===== src/rtl/serial_add_seq.sv =====
// Bit-serial add/subtract sequencer: one operand pair in, WIDTH shift cycles
// through a single full-adder slice, parallel result out over valid/ready.
module serial_add_seq #(
    parameter int WIDTH = 4
) (
    input  logic             clk,
    input  logic             rst,
    input  logic             in_valid,
    output logic             in_ready,
    input  logic [WIDTH-1:0] in_a,
    input  logic [WIDTH-1:0] in_b,
    input  logic             in_sub,
    output logic             out_valid,
    input  logic             out_ready,
    output logic [WIDTH-1:0] out_sum,
    output logic             out_cout,
    output logic             out_ovf,
    output logic             busy
);

    localparam int CNT_W = (WIDTH > 1) ? $clog2(WIDTH) : 1;
    localparam logic [CNT_W-1:0] CNT_LAST   = CNT_W'(WIDTH - 1);
    localparam logic [CNT_W-1:0] CNT_PENULT = CNT_W'(WIDTH - 2);

    typedef enum logic [1:0] {
        IDLE  = 2'd0,
        SHIFT = 2'd1,
        DONE  = 2'd2
    } state_t;

    state_t             state_q, state_d;
    logic [WIDTH-1:0]   a_q, a_d;
    logic [WIDTH-1:0]   b_q, b_d;
    logic [WIDTH-1:0]   sum_q, sum_d;
    logic               carry_q, carry_d;
    logic               cmsb_q, cmsb_d;
    logic [CNT_W-1:0]   cnt_q, cnt_d;
    logic [WIDTH-1:0]   out_sum_q, out_sum_d;
    logic               out_cout_q, out_cout_d;
    logic               out_ovf_q, out_ovf_d;

    // The single full-adder slice operating on the current LSBs.
    logic slice_s, slice_c;
    assign slice_s = a_q[0] ^ b_q[0] ^ carry_q;
    assign slice_c = (a_q[0] & b_q[0]) | (a_q[0] & carry_q) | (b_q[0] & carry_q);

    always_ff @(posedge clk) begin
        if (rst) begin
            state_q    <= IDLE;
            a_q        <= '0;
            b_q        <= '0;
            sum_q      <= '0;
            carry_q    <= 1'b0;
            cmsb_q     <= 1'b0;
            cnt_q      <= '0;
            out_sum_q  <= '0;
            out_cout_q <= 1'b0;
            out_ovf_q  <= 1'b0;
        end else begin
            state_q    <= state_d;
            a_q        <= a_d;
            b_q        <= b_d;
            sum_q      <= sum_d;
            carry_q    <= carry_d;
            cmsb_q     <= cmsb_d;
            cnt_q      <= cnt_d;
            out_sum_q  <= out_sum_d;
            out_cout_q <= out_cout_d;
            out_ovf_q  <= out_ovf_d;
        end
    end

    always_comb begin
        state_d    = state_q;
        a_d        = a_q;
        b_d        = b_q;
        sum_d      = sum_q;
        carry_d    = carry_q;
        cmsb_d     = cmsb_q;
        cnt_d      = cnt_q;
        out_sum_d  = out_sum_q;
        out_cout_d = out_cout_q;
        out_ovf_d  = out_ovf_q;
        in_ready   = 1'b0;
        out_valid  = 1'b0;
        busy       = 1'b0;

        case (state_q)
            IDLE: begin
                in_ready = 1'b1;
                if (in_valid) begin
                    // Subtract is A + ~B + 1: invert B and seed the carry.
                    a_d     = in_a;
                    b_d     = in_sub ? ~in_b : in_b;
                    carry_d = in_sub;
                    cnt_d   = '0;
                    sum_d   = '0;
                    state_d = SHIFT;
                end
            end
            SHIFT: begin
                busy    = 1'b1;
                a_d     = a_q >> 1;
                b_d     = b_q >> 1;
                sum_d   = {slice_s, sum_q[WIDTH-1:1]};
                carry_d = slice_c;
                if (cnt_q == CNT_PENULT) begin
                    cmsb_d = slice_c;
                end
                if (cnt_q == CNT_LAST) begin
                    // Counter holds here so it never wraps for power-of-two widths.
                    out_sum_d  = {slice_s, sum_q[WIDTH-1:1]};
                    out_cout_d = slice_c;
                    out_ovf_d  = slice_c ^ cmsb_q;
                    state_d    = DONE;
                end else begin
                    cnt_d = cnt_q + CNT_W'(1);
                end
            end
            DONE: begin
                busy      = 1'b1;
                out_valid = 1'b1;
                if (out_ready) begin
                    state_d = IDLE;
                end
            end
            default: begin
                state_d = IDLE;
            end
        endcase
    end

    assign out_sum  = out_sum_q;
    assign out_cout = out_cout_q;
    assign out_ovf  = out_ovf_q;

endmodule


===== config.mk =====
export PLATFORM = sky130hd
export DESIGN_NAME = serial_add_seq
export DESIGN_NICKNAME = d
export VERILOG_FILES = /design/src/rtl/serial_add_seq.sv
export SDC_FILE = /design/constraint.sdc
export NUM_CORES = 1
export LEC_CHECK = 0
export BUFFER_PORTS_ARGS = -buffer_cell sky130_fd_sc_hd__buf_2
export CORE_MARGIN = 2
export CORE_UTILIZATION = 45
export DETAILED_ROUTE_END_ITERATION = 8
export GPL_TIMING_DRIVEN = 0
export PLACE_DENSITY_LB_ADDON = 0.25
export REMOVE_ABC_BUFFERS = 1
export SYNTH_ARGS = -nofsm -noshare
export SYNTH_HDL_FRONTEND = slang
export SYNTH_SLANG_ARGS = --single-unit

===== constraint.sdc =====
create_clock -name clk -period 2.5 [get_ports clk]
set_input_delay 0.25 -clock clk [delete_from_list [all_inputs] [get_ports clk]]
set_output_delay 0.25 -clock clk [all_outputs]
set_load 0.02 [all_outputs]

==> Word level (Yosys, flattened, before mapping) <==
Index checks and enable logic that the tools add are counted.
{ "op_classes": {"n_addsub": 1, "n_mul": 0, "div_mod_pow": 0, "n_lt_le_gt_ge": 0, "n_eq_ne": 8, "shift": 0, "muxes": 19, "bitwise": 9, "n_reduce_logical": 8} }
{ "ops": {"columns": ["operator", "count"], "rows": [
  ["$pmux 4 s2", 3],
  ["$mux 4", 4],
  ["$mux 2", 5],
  ["$ne 2x2->1 const B", 4],
  ["$eq 2x2->1 const B", 3],
  ["$pmux 2 s3", 1],
  ["$reduce_and 2->1", 3],
  ["$reduce_and 3->1", 2],
  ["$mux 1", 4],
  ["$not 4->4", 1],
  ["$pmux 2 s2", 1],
  ["$and 1x1->1", 3],
  ["$xor 1x1->1", 3],
  ["$add 2x1->2 const B", 1],
  ["$eq 2x1->1 const B", 1],
  ["$logic_not 2->1", 1],
  ["$or 1x1->1", 2],
  ["$pmux 1 s2", 1],
  ["$reduce_bool 2->1", 1],
  ["$reduce_or 2->1", 1]
]} }
{ "word_totals": {"reg_bits": 24, "latchBits": 0, "ram_bits": 0, "rom_bits": 0, "input_bits": 13, "output_inout_bits": 9, "memories": 0} }

==> Depth between registers and ports, before layout <==
Gate-level depths: netlist (run 1).
{ "depth": {"depth_word": 4, "depth_mapped": 7, "ltp_nobuf": 5} }

==> Worst setup path before layout (run 1) <==
Ideal clock, no wire load.
{ "synth_path": {"path_kind": "reg2reg", "startpoint": "reg state_q[0]", "endpoint": "reg b_q[0]", "setup_ps": 133, "arrival_time_ps": 1479, "required_time_ps": 2367, "slack_ps": 888, "path_stages_with_launch": 7, "n_path_buf": 1, "synth_period_minus_slack_ps": 1612, "path_cell_list": "dfxtp_1 > inv_1 > ha_1 > mux2_2 > buf_2 > o211ai_1 > a21oi_1"} }
{ "synth_between": {"elab_chain_cells": 3, "elab_cells_between_ends": 6, "classes_between": "eq/ne (2); mux (1); reduce/logical (3)"} }
{ "synth_rtl": {"columns": ["element", "line_no", "rtl"], "rows": [
  ["start, declared", "31", "state_t state_q, state_d;"],
  ["start signal, assigned", "60", "state_q <= state_d;"],
  ["$eq 2x1->1 or $logic_not 2->1 (tied branches)", "88", "case (state_q)"],
  ["$reduce_bool 2->1 (no line) or $ne 2x2->1 (tied branches)", null, null],
  ["$reduce_and 2->1 (no line)", null, null],
  ["end signal, assigned", "51", "b_q <= '0;"],
  ["end signal, assigned", "62", "b_q <= b_d;"],
  ["end, declared", "33", "logic [WIDTH-1:0] b_q, b_d;"]
]} }
Several ways; a longest one is shown, not always the timed one.
A chain may end at the register's enable or synchronous reset.

==> Worst setup path after layout (run 1) <==
{ "layout_path": {"startpoint": "reg state_q[1]", "endpoint": "reg b_q[3]"} }
Same word-level chain as after synthesis.

==> results of run 1 <==
-- metal layers --
metal	GRT usage	up-vias
li1	-	479
met1	0.180	417
met2	0.273	31
met3	0.0492	2
met4	0.0333	0
met5	0	-
-- area by class of cell --
class	instances	area, um2
tap	30	37.5
clock buffer	3	22.5
timing repair buffer	21	105
multi-input combinational	93	623
sequential	23	460
inverter	3	11.3
fill	223	1170
clock inverter	1	5.00
-- critical path: cells and delay by family (launching register included) --
family                     cells  cell delay, ps
and+or+nand+nor                1             410
AOI/OAI and AO/OA              1             140
muxes                          1             310
adders and majority gates      1             570
DFF                            1             350
buffers and inverters          1             140
-- synthesized netlist by cell type (2+ instances only) --
master / count / area (um2)
buf_2: 3 / 15.0
dfxtp_1: 23 / 460
o211ai_1: 3 / 22.5
nand3_1: 6 / 30.0
nor2b_1: 2 / 12.5
nand4_1: 2 / 12.5
mux2i_1: 4 / 40.0
nand2b_1: 7 / 43.8
o31ai_1: 2 / 15.0
a32oi_1: 3 / 26.3
ha_1: 7 / 87.6
xor2_1: 4 / 35.0
a21oi_1: 13 / 65.1
clkbuf_1: 5 / 18.8
nor2_1: 10 / 37.5
inv_1: 3 / 11.3
nand3b_1: 2 / 15.0
nand2_1: 13 / 48.8
a211oi_1: 4 / 30.0
-- cells in the final DEF (no fill, tap or decap), drive strengths merged, types with 2 or more instances in the layout --
cell | Yosys | layout
dfxtp | 23 | 23
nand3b | 2 | 2
mux2i | 5 | 5
buf | 4 | 21
nor2 | 10 | 10
a21oi | 13 | 13
nand3 | 6 | 6
nor2b | 2 | 2
a211oi | 4 | 4
nand2 | 13 | 13
o211ai | 3 | 3
nand2b | 7 | 7
ha | 7 | 7
inv | 3 | 3
nand4 | 2 | 2
a32oi | 3 | 3
clkbuf | 6 | 3
xor2 | 4 | 4
o31ai | 2 | 2
-- cells by family (layout without fill, tap and decap cells) --
logic type | after synthesis | count (layout)
mux | 6 | 6
buf+inv | 13 | 28
fa+ha+maj | 8 | 8
xor+xnor | 5 | 5
flops | 23 | 23
compound gates | 28 | 28
simple gates | 46 | 46
-- power by group --
part | internal (uW) | switching, uW | total [uW] | leakage [uW]
Clock | 59.7 | 114 | 174 | 0.0000177
Sequential | 432 | 41.9 | 474 | 0.000187
Combinational | 201 | 307 | 508 | 0.000296
-- flip-flops by register name, summed over array words and instances, names as in the netlist --
signal / count
carry_q: 1
sum_q: 3
state_q: 2
cmsb_q: 1
out_sum: 4
out_cout: 1
out_ovf: 1
cnt_q: 2
b_q: 4
a_q: 4
-- stage by stage --
stage          setup slack (ps)  instances   util
5_1_grt                     327        174  0.520
6_report                    514        174  0.520
3_5_place_dp                158        170  0.508
4_1_cts                     115        174  0.519
3_3_place_gp                189        170  0.508
2_1_floorplan               577        119      -
-- worst paths after layout --
| check | to | slack [ps] | cells after the start |
|---|---|---|---|
| max | b_q[3] | 510 | 5 |
| min | a_q[3] | 200 | 3 |
| max reg2reg | b_q[3] | 510 | 5 |
| min reg2reg | b_q[3] | 460 | 2 |
-- repair_timing --
item                                    CTS  global route
buffers inserted                          0             0
endpoints found under the setup margin    0             1
resized for setup                         0             1
==> results.py, run 1 <==
metrics = {
    "layout": {
        "fin_nets": 166,
        "final_area_mm2": 0.00126,
        "num_antenna_cells": 0,
        "drive_gt1_frac": 0.194,
        "area_growth_pct": 11.5,
    },
    "detailed_routing": {
        "routed_wl_um": 2060,
        "vias": 929,
        "dr_wl_met2_um": 988,
        "final_antenna_net_count": 0,
        "wl_per_cell_um": 11.8,
        "via_per_inst": 5.34,
        "wl_met1_um": 942,
        "first_pass_iters": 4,
        "drt_first_iter_violations": 12,
        "top_layer_used": "met4",
        "drc": 0,
        "wl_met3_um": 117,
    },
    "setup_path": {
        "cp_cell_sequence": "inv_1 > ha_2 > mux2i_2 > or3_1 > a21oi_1",
        "crit_fanout": 28,
        "cp.arrival_ps": 2230,
        "reg2reg_from": "state_q[1]",
        "cp_slowest_cell": "ha_2",
        "startpoint": "state_q[1]",
        "crit_type": "register to register",
        "worst_setup_path_end_kind": "register",
        "startpoint_type": "register",
        "cp.required_ps": 2750,
        "cpPeakStageDelay_ps": 570,
    },
    "synthesis": {
        "syn_area_mm2": 0.00113,
        "synth-edff-count": 0,
        "yosys_register_bits": 23,
        "synth-compound-area-share": 0.159,
        "postSynth.asyncResetShare": 0,
        "yosysSeqAreaShare": 0.406,
        "synth.distinct_cells": 32,
        "yosys.area_share.simple": 0.197,
        "synth_warnings": 0,
        "synthCells": 129,
        "synth-xor-area-share": 0.0386,
        "synth_fa_ha_area_frac": 0.0948,
        "synthMuxAreaShare": 0.0573,
        "synth_flop_cell": "dfxtp_1",
        "syn_avg_cell_area_um2": 8.80,
        "synth_top_family_by_area": "simple AND/OR/NAND/NOR gates",
    },
    "global_routing": {
        "grt_usage": 0.154,
        "grt_overflow": 0,
        "grt_max_degree": 29,
        "antenna_found_initial": 0,
        "grt_pass1_wl_um": 3310,
        "grt_pass1_vias": 808,
    },
    "clock_network": {
        "hold_buffers": 0,
        "insertion_delay_ps": 310,
        "cts_root_buffer": "clkbuf_4",
        "clockBufferDepth": 2,
        "ctsHtreeMaxLevel": 1,
        "cts_buffers": 3,
        "clk_pin_slew_worst_paths_ps": 130,
        "cts_tree": "done",
        "cts_sinks": 23,
    },
    "run_status": {
        "outcome": "complete, no violations",
    },
    "power": {
        "leakagePower_uw": 0.000501,
        "p_per_area_mw_per_mm2": 914,
        "power_uw": 1160,
        "irDropWorstVdd_mv": 0.805,
    },
    "sta": {
        "final.setup_skew_ps": 7.64,
        "hold_viol": 0,
        "rsz0062_at_grt": "no",
        "fin_crit_sh": 0.794,
        "tightest_slew_ps": 570,
        "hold_ws_ps": 201,
        "period_minus_slack_ps": 1990,
        "setup_viol": 0,
        "tns_ps": 0,
        "slew-limit-headroom": 0.612,
        "drv_slew": 0,
        "fmax_mhz": 504,
    },
    "placed_design": {
        "port_buffers": 21,
        "placed_cell_area_mm2": 0.00123,
        "gp_congestion": 0.731,
        "dp_hpwl_um": 1440,
    },
    "floorplanning": {
        "die_h_um": 54.2,
        "start_util": 0.467,
        "core-area_mm2": 0.00243,
        "fp-row-count": 18,
        "ioPinCount": 22,
        "dieArea_mm2": 0.00294,
        "die-width_um": 54.2,
    },
    "hold_path": {
        "min_path_type": "input port to register",
        "hp-start": "in_a[3]",
    },
    "job": {
        "drv_cap": 0,
    },
}
No activity file was read; power rests on OpenSTA's default activity.
==> run 2: changes to the inputs <==
==> constraint.sdc (replaced) <==
create_clock -name clk -period 1.75 [get_ports clk]
set_input_delay 0.175 -clock clk [delete_from_list [all_inputs] [get_ports clk]]
set_output_delay 0.175 -clock clk [all_outputs]
set_load 0.02 [all_outputs]
==> results.py, run 2 (synthesis results as in run 1) <==
metrics = {
    "sta": {
        "slew-limit-headroom": 0.692,
        "setup_viol": 0,
        "drv_slew": 0,
        "fin_crit_sh": 0.918,
        "final.setup_skew_ps": 6.73,
        "hold_viol": 0,
        "period_minus_slack_ps": 1610,
        "tightest_slew_ps": 462,
        "rsz0062_at_grt": "no",
        "fmax_mhz": 623,
    },
    "detailed_routing": {
        "routed_wl_um": 2150,
        "vias": 927,
        "final_antenna_net_count": 0,
        "wl_per_cell_um": 12.3,
        "drc": 0,
        "drt_first_iter_violations": 28,
        "first_pass_iters": 4,
        "via_per_inst": 5.30,
    },
    "setup_path": {
        "cp.required_ps": 1980,
        "cp_slowest_cell": "mux2_2",
        "crit_type": "register to register",
        "worst_setup_path_end_kind": "register",
        "reg2reg_from": "state_q[1]",
        "reg2regPathDepth": 5,
        "crit_fanout": 15,
        "cp.arrival_ps": 1830,
        "startpoint_type": "register",
        "cp_cell_sequence": "inv_1 > ha_4 > mux2_2 > nor2_1 > a211oi_1",
        "crit_end": "a_q[0]",
        "cp_num_cells": 5,
        "timing.rr.end": "a_q[0]",
        "crit_family": "multiplexers",
        "r2r_slack_ps": 140,
        "cpPeakStageDelay_ps": 350,
        "path_buf_inv": 1,
        "startpoint": "state_q[1]",
    },
    "run_status": {
        "outcome": "complete, no violations",
    },
    "placed_design": {
        "dp_cells": 170,
        "gp_congestion": 0.731,
        "dp_hpwl_um": 1440,
        "placed_cell_area_mm2": 0.00123,
        "port_buffers": 21,
    },
    "clock_network": {
        "cts_tree": "done",
        "clockBufferDepth": 2,
        "hold_buffers": 0,
        "cts_sinks": 23,
        "cts_buffers": 3,
        "ctsHtreeMaxLevel": 1,
        "clk_pin_slew_worst_paths_ps": 130,
        "insertion_delay_ps": 310,
        "cts_root_buffer": "clkbuf_4",
    },
    "floorplanning": {
        "die_h_um": 54.2,
        "die-width_um": 54.2,
        "ioPinCount": 22,
        "start_util": 0.467,
        "core-area_mm2": 0.00243,
        "fp-row-count": 18,
        "dieArea_mm2": 0.00294,
    },
    "layout": {
        "area_growth_pct": 14.9,
        "drive_gt1_frac": 0.207,
        "final_area_mm2": 0.00130,
        "num_antenna_cells": 0,
        "fin_nets": 167,
        "fill_cells": 222,
        "final_common_cell": "dfxtp_1",
        "final_cell_mix": "23 x dfxtp_1, 21 x buf_2, 13 x a21oi_1, 13 x nand2_1, 10 x nor2_1",
        "fin_cells": 175,
    },
    "global_routing": {
        "grt_pass1_vias": 812,
        "antenna_found_initial": 0,
        "grt_max_degree": 29,
        "grt_pass1_wl_um": 3360,
        "grt_usage": 0.156,
        "grt_overflow": 0,
    },
    "hold_path": {
        "min_path_type": "input port to register",
    },
    "job": {
        "drv_cap": 0,
    },
    "power": {
        "leakagePower_uw": 0.000511,
        "irDropWorstVdd_mv": 0.839,
        "p_per_area_mw_per_mm2": 1340,
    },
}
==> run 2: worst reg2reg max path: stages, from the launching register on <==
cell      delay, ps
dfxtp_1         340
inv_1           210
ha_4            320
mux2_2          350
nor2_1           80
a211oi_1        230
==> run 2: report_power, final <==
part / switching [uW] / internal (uW) / total, uW
Clock: 160 / 85.3 / 245
Combinational: 471 / 349 / 819
Sequential: 65.3 / 617 / 683
==> run 2: stage by stage <==
stage | util | power (uW) | worst slack [ps] | hold slack, ps | setup TNS [ps]
global placement | 0.508 | 1390 | -561 | 434 | -6650
detailed placement | 0.508 | 1420 | -592 | 442 | -7740
CTS | 0.524 | 1690 | 11.7 | 116 | 0
finish | 0.536 | 1750 | 144 | 126 | 0
floorplan | - | 1240 | -173 | 244 | -417
global route | 0.536 | 1880 | 5.19 | 115 | 0
==> run 2: how the worst min path moves through the flow <==
stage | from | endpoint | slack, ps | cells after the start
after global placement | b_q[3] | b_q[3] | 430 | 2
after detailed placement | b_q[3] | b_q[3] | 440 | 2
after CTS | in_a[3] | a_q[3] | 120 | 3
after global routing | in_a[3] | a_q[3] | 120 | 3
after floorplan | rst | a_q[3] | 240 | 1
final | in_a[3] | a_q[3] | 130 | 3
==> run 2: routing by layer <==
| layer | share of wire | GRT usage |
|---|---|---|
| met2 | 0.49 | 0.277 |
| met4 | 0.0047 | 0.0333 |
| met5 | 0 | 0 |
| met1 | 0.46 | 0.182 |
| met3 | 0.049 | 0.0492 |
==> run 2: layout make-up <==
cell class / instances / area [um2] / area share
Multi-Input combinational cell: 93 / 654 / 0.502
Sequential cell: 23 / 460 / 0.353
Timing Repair Buffer: 22 / 113 / 0.0864
Tap cell: 30 / 37.5 / 0.0288
Clock buffer: 3 / 22.5 / 0.0173
Inverter: 3 / 11.3 / 0.00864
Clock inverter: 1 / 5.00 / 0.00384
==> run 2: repair_timing <==
item,in CTS,in global routing
gates resized for setup,2,3
endpoints found under the hold margin,0,0
pin swaps,0,1
setup buffers,0,1
setup endpoints to repair,22,10
==> run 3: changes to the inputs <==
--- a/config.mk
+++ b/config.mk
@@ -10,7 +10,7 @@
 export CORE_UTILIZATION = 45
 export DETAILED_ROUTE_END_ITERATION = 8
 export GPL_TIMING_DRIVEN = 0
-export PLACE_DENSITY_LB_ADDON = 0.25
+export PLACE_DENSITY = 0.76
 export REMOVE_ABC_BUFFERS = 1
 export SYNTH_ARGS = -nofsm -noshare
 export SYNTH_HDL_FRONTEND = slang
==> results.py, run 3 (synthesis results as in run 1) <==
metrics = {
    "clock_network": {
        "cts_sinks": 23,
        "insertion_delay_ps": 300,
        "clk_pin_slew_worst_paths_ps": 130,
        "clockBufferDepth": 2,
        "ctsHtreeMaxLevel": 1,
        "cts_tree": "done",
        "cts_buffers": 3,
        "cts_root_buffer": "clkbuf_4",
    },
    "layout": {
        "num_antenna_cells": 0,
        "fill_cells": 223,
        "fin_nets": 167,
        "final_common_cell": "dfxtp_1",
        "fin_cells": 175,
        "final_cell_mix": "23 x dfxtp_1, 21 x buf_2, 13 x a21oi_1, 13 x nand2_1, 10 x nor2_1",
        "drive_gt1_frac": 0.200,
        "area_growth_pct": 13.9,
    },
    "sta": {
        "setup_viol": 0,
        "hold_viol": 0,
        "final.setup_skew_ps": 8.52,
        "rsz0062_at_grt": "no",
        "fmax_mhz": 628,
        "drv_slew": 0,
        "tns_ps": 0,
        "tightest_slew_ps": 462,
        "period_minus_slack_ps": 1590,
        "slew-limit-headroom": 0.692,
        "fin_crit_sh": 0.910,
    },
    "setup_path": {
        "worst_setup_path_end_kind": "register",
        "cp.arrival_ps": 1810,
        "crit_type": "register to register",
        "cp_slowest_cell": "mux2_2",
        "startpoint_type": "register",
        "cp.required_ps": 1970,
        "crit_fanout": 13,
        "cpPeakStageDelay_ps": 460,
        "cp_cell_sequence": "inv_1 > ha_2 > mux2_2 > o32ai_1",
    },
    "floorplanning": {
        "die_h_um": 54.2,
        "dieArea_mm2": 0.00294,
        "start_util": 0.467,
        "core-area_mm2": 0.00243,
        "ioPinCount": 22,
        "fp-row-count": 18,
        "die-width_um": 54.2,
    },
    "job": {
        "drv_cap": 0,
    },
    "power": {
        "leakagePower_uw": 0.000506,
        "p_per_area_mw_per_mm2": 1330,
        "p_seq_frac": 0.396,
        "p_switching_uw": 681,
        "power_uw": 1720,
        "p_int_uw": 1040,
        "irDropWorstVdd_mv": 1.02,
        "pwr-share-clk": 0.141,
        "switching_share": 0.396,
        "pwr-share-comb": 0.464,
    },
    "placed_design": {
        "gp_congestion": 0.703,
        "dp_cells": 170,
        "port_buffers": 21,
        "dp_hpwl_um": 1470,
    },
    "detailed_routing": {
        "via_per_inst": 5.21,
        "vias": 912,
        "drc": 0,
        "final_antenna_net_count": 0,
        "wl_met1_um": 1050,
        "wl_per_cell_um": 12.4,
        "routed_wl_um": 2160,
        "top_layer_used": "met4",
        "first_pass_iters": 4,
        "wl_met3_um": 57,
        "drt_first_iter_violations": 26,
        "dr_wl_met2_um": 1030,
    },
    "global_routing": {
        "grt_overflow": 0,
        "grt_pass1_vias": 762,
        "grt_max_degree": 29,
        "antenna_found_initial": 0,
        "grt_pass1_wl_um": 3330,
        "grt_usage": 0.153,
    },
    "hold_path": {
        "min_path_type": "input port to register",
    },
    "run_status": {
        "outcome": "complete, no violations",
    },
}
[run 3: routing by layer]
layer  up-vias  track usage
met5         -            0
met3         2       0.0246
met4         0       0.0500
met1       419        0.203
met2        12        0.251
li1        479            -
[run 3: final timing paths]
path	startpoint	endpoint	slack, ps	depth (start not counted)
setup / recovery	state_q[1]	cnt_q[0]	160	4
hold / removal	in_a[3]	a_q[3]	120	3
hold reg to reg	b_q[3]	b_q[3]	460	2
setup reg to reg	state_q[1]	cnt_q[0]	160	4
[run 3: final cells by class]
| class | instances | area, um2 | area share |
|---|---|---|---|
| Multi-Input combinational cell | 93 | 644 | 0.499 |
| Sequential cell | 23 | 460 | 0.356 |
| Timing Repair Buffer | 22 | 113 | 0.0871 |
| Inverter | 3 | 11.3 | 0.00871 |
| Tap cell | 30 | 37.5 | 0.0290 |
| Clock buffer | 4 | 26.3 | 0.0203 |
[run 3: metrics by stage]
step	instance area, um2	hold slack [ps]	setup WS, ps	utilization
global route	1290	132	42.6	0.531
floorplan	1090	244	-173	-
CTS	1270	121	38.0	0.524
finish	1290	123	157	0.531
detailed placement	1230	439	-560	0.508
global placement	1230	433	-531	0.508
[run 3: what timing repair did]
| action | in CTS | in global routing |
|---|---|---|
| buffers inserted | 0 | 1 |
| hold buffers | 0 | 0 |
| gates cloned | 0 | 0 |
| setup endpoints to repair | 22 | 8 |
| pin swaps | 0 | 1 |
| gates resized for setup | 2 | 2 |
[run 3: power by group through the flow]
stage               sequential [uW]  combinational [uW]  clock, uW
global route                    696                 881        268
global placement                682                 702          0
finish                          681                 798        242
CTS                             683                 747        249
detailed placement              691                 724          0
floorplan                       674                 566          0
[run 3: worst max-delay path: cells and delay by family, from the launching register on]
family | cells | cell delay [ps]
DFF | 1 | 340
adders and majority gates | 1 | 290
muxes | 1 | 460
buffers and inverters | 1 | 170
AOI/OAI and AO/OA | 1 | 240
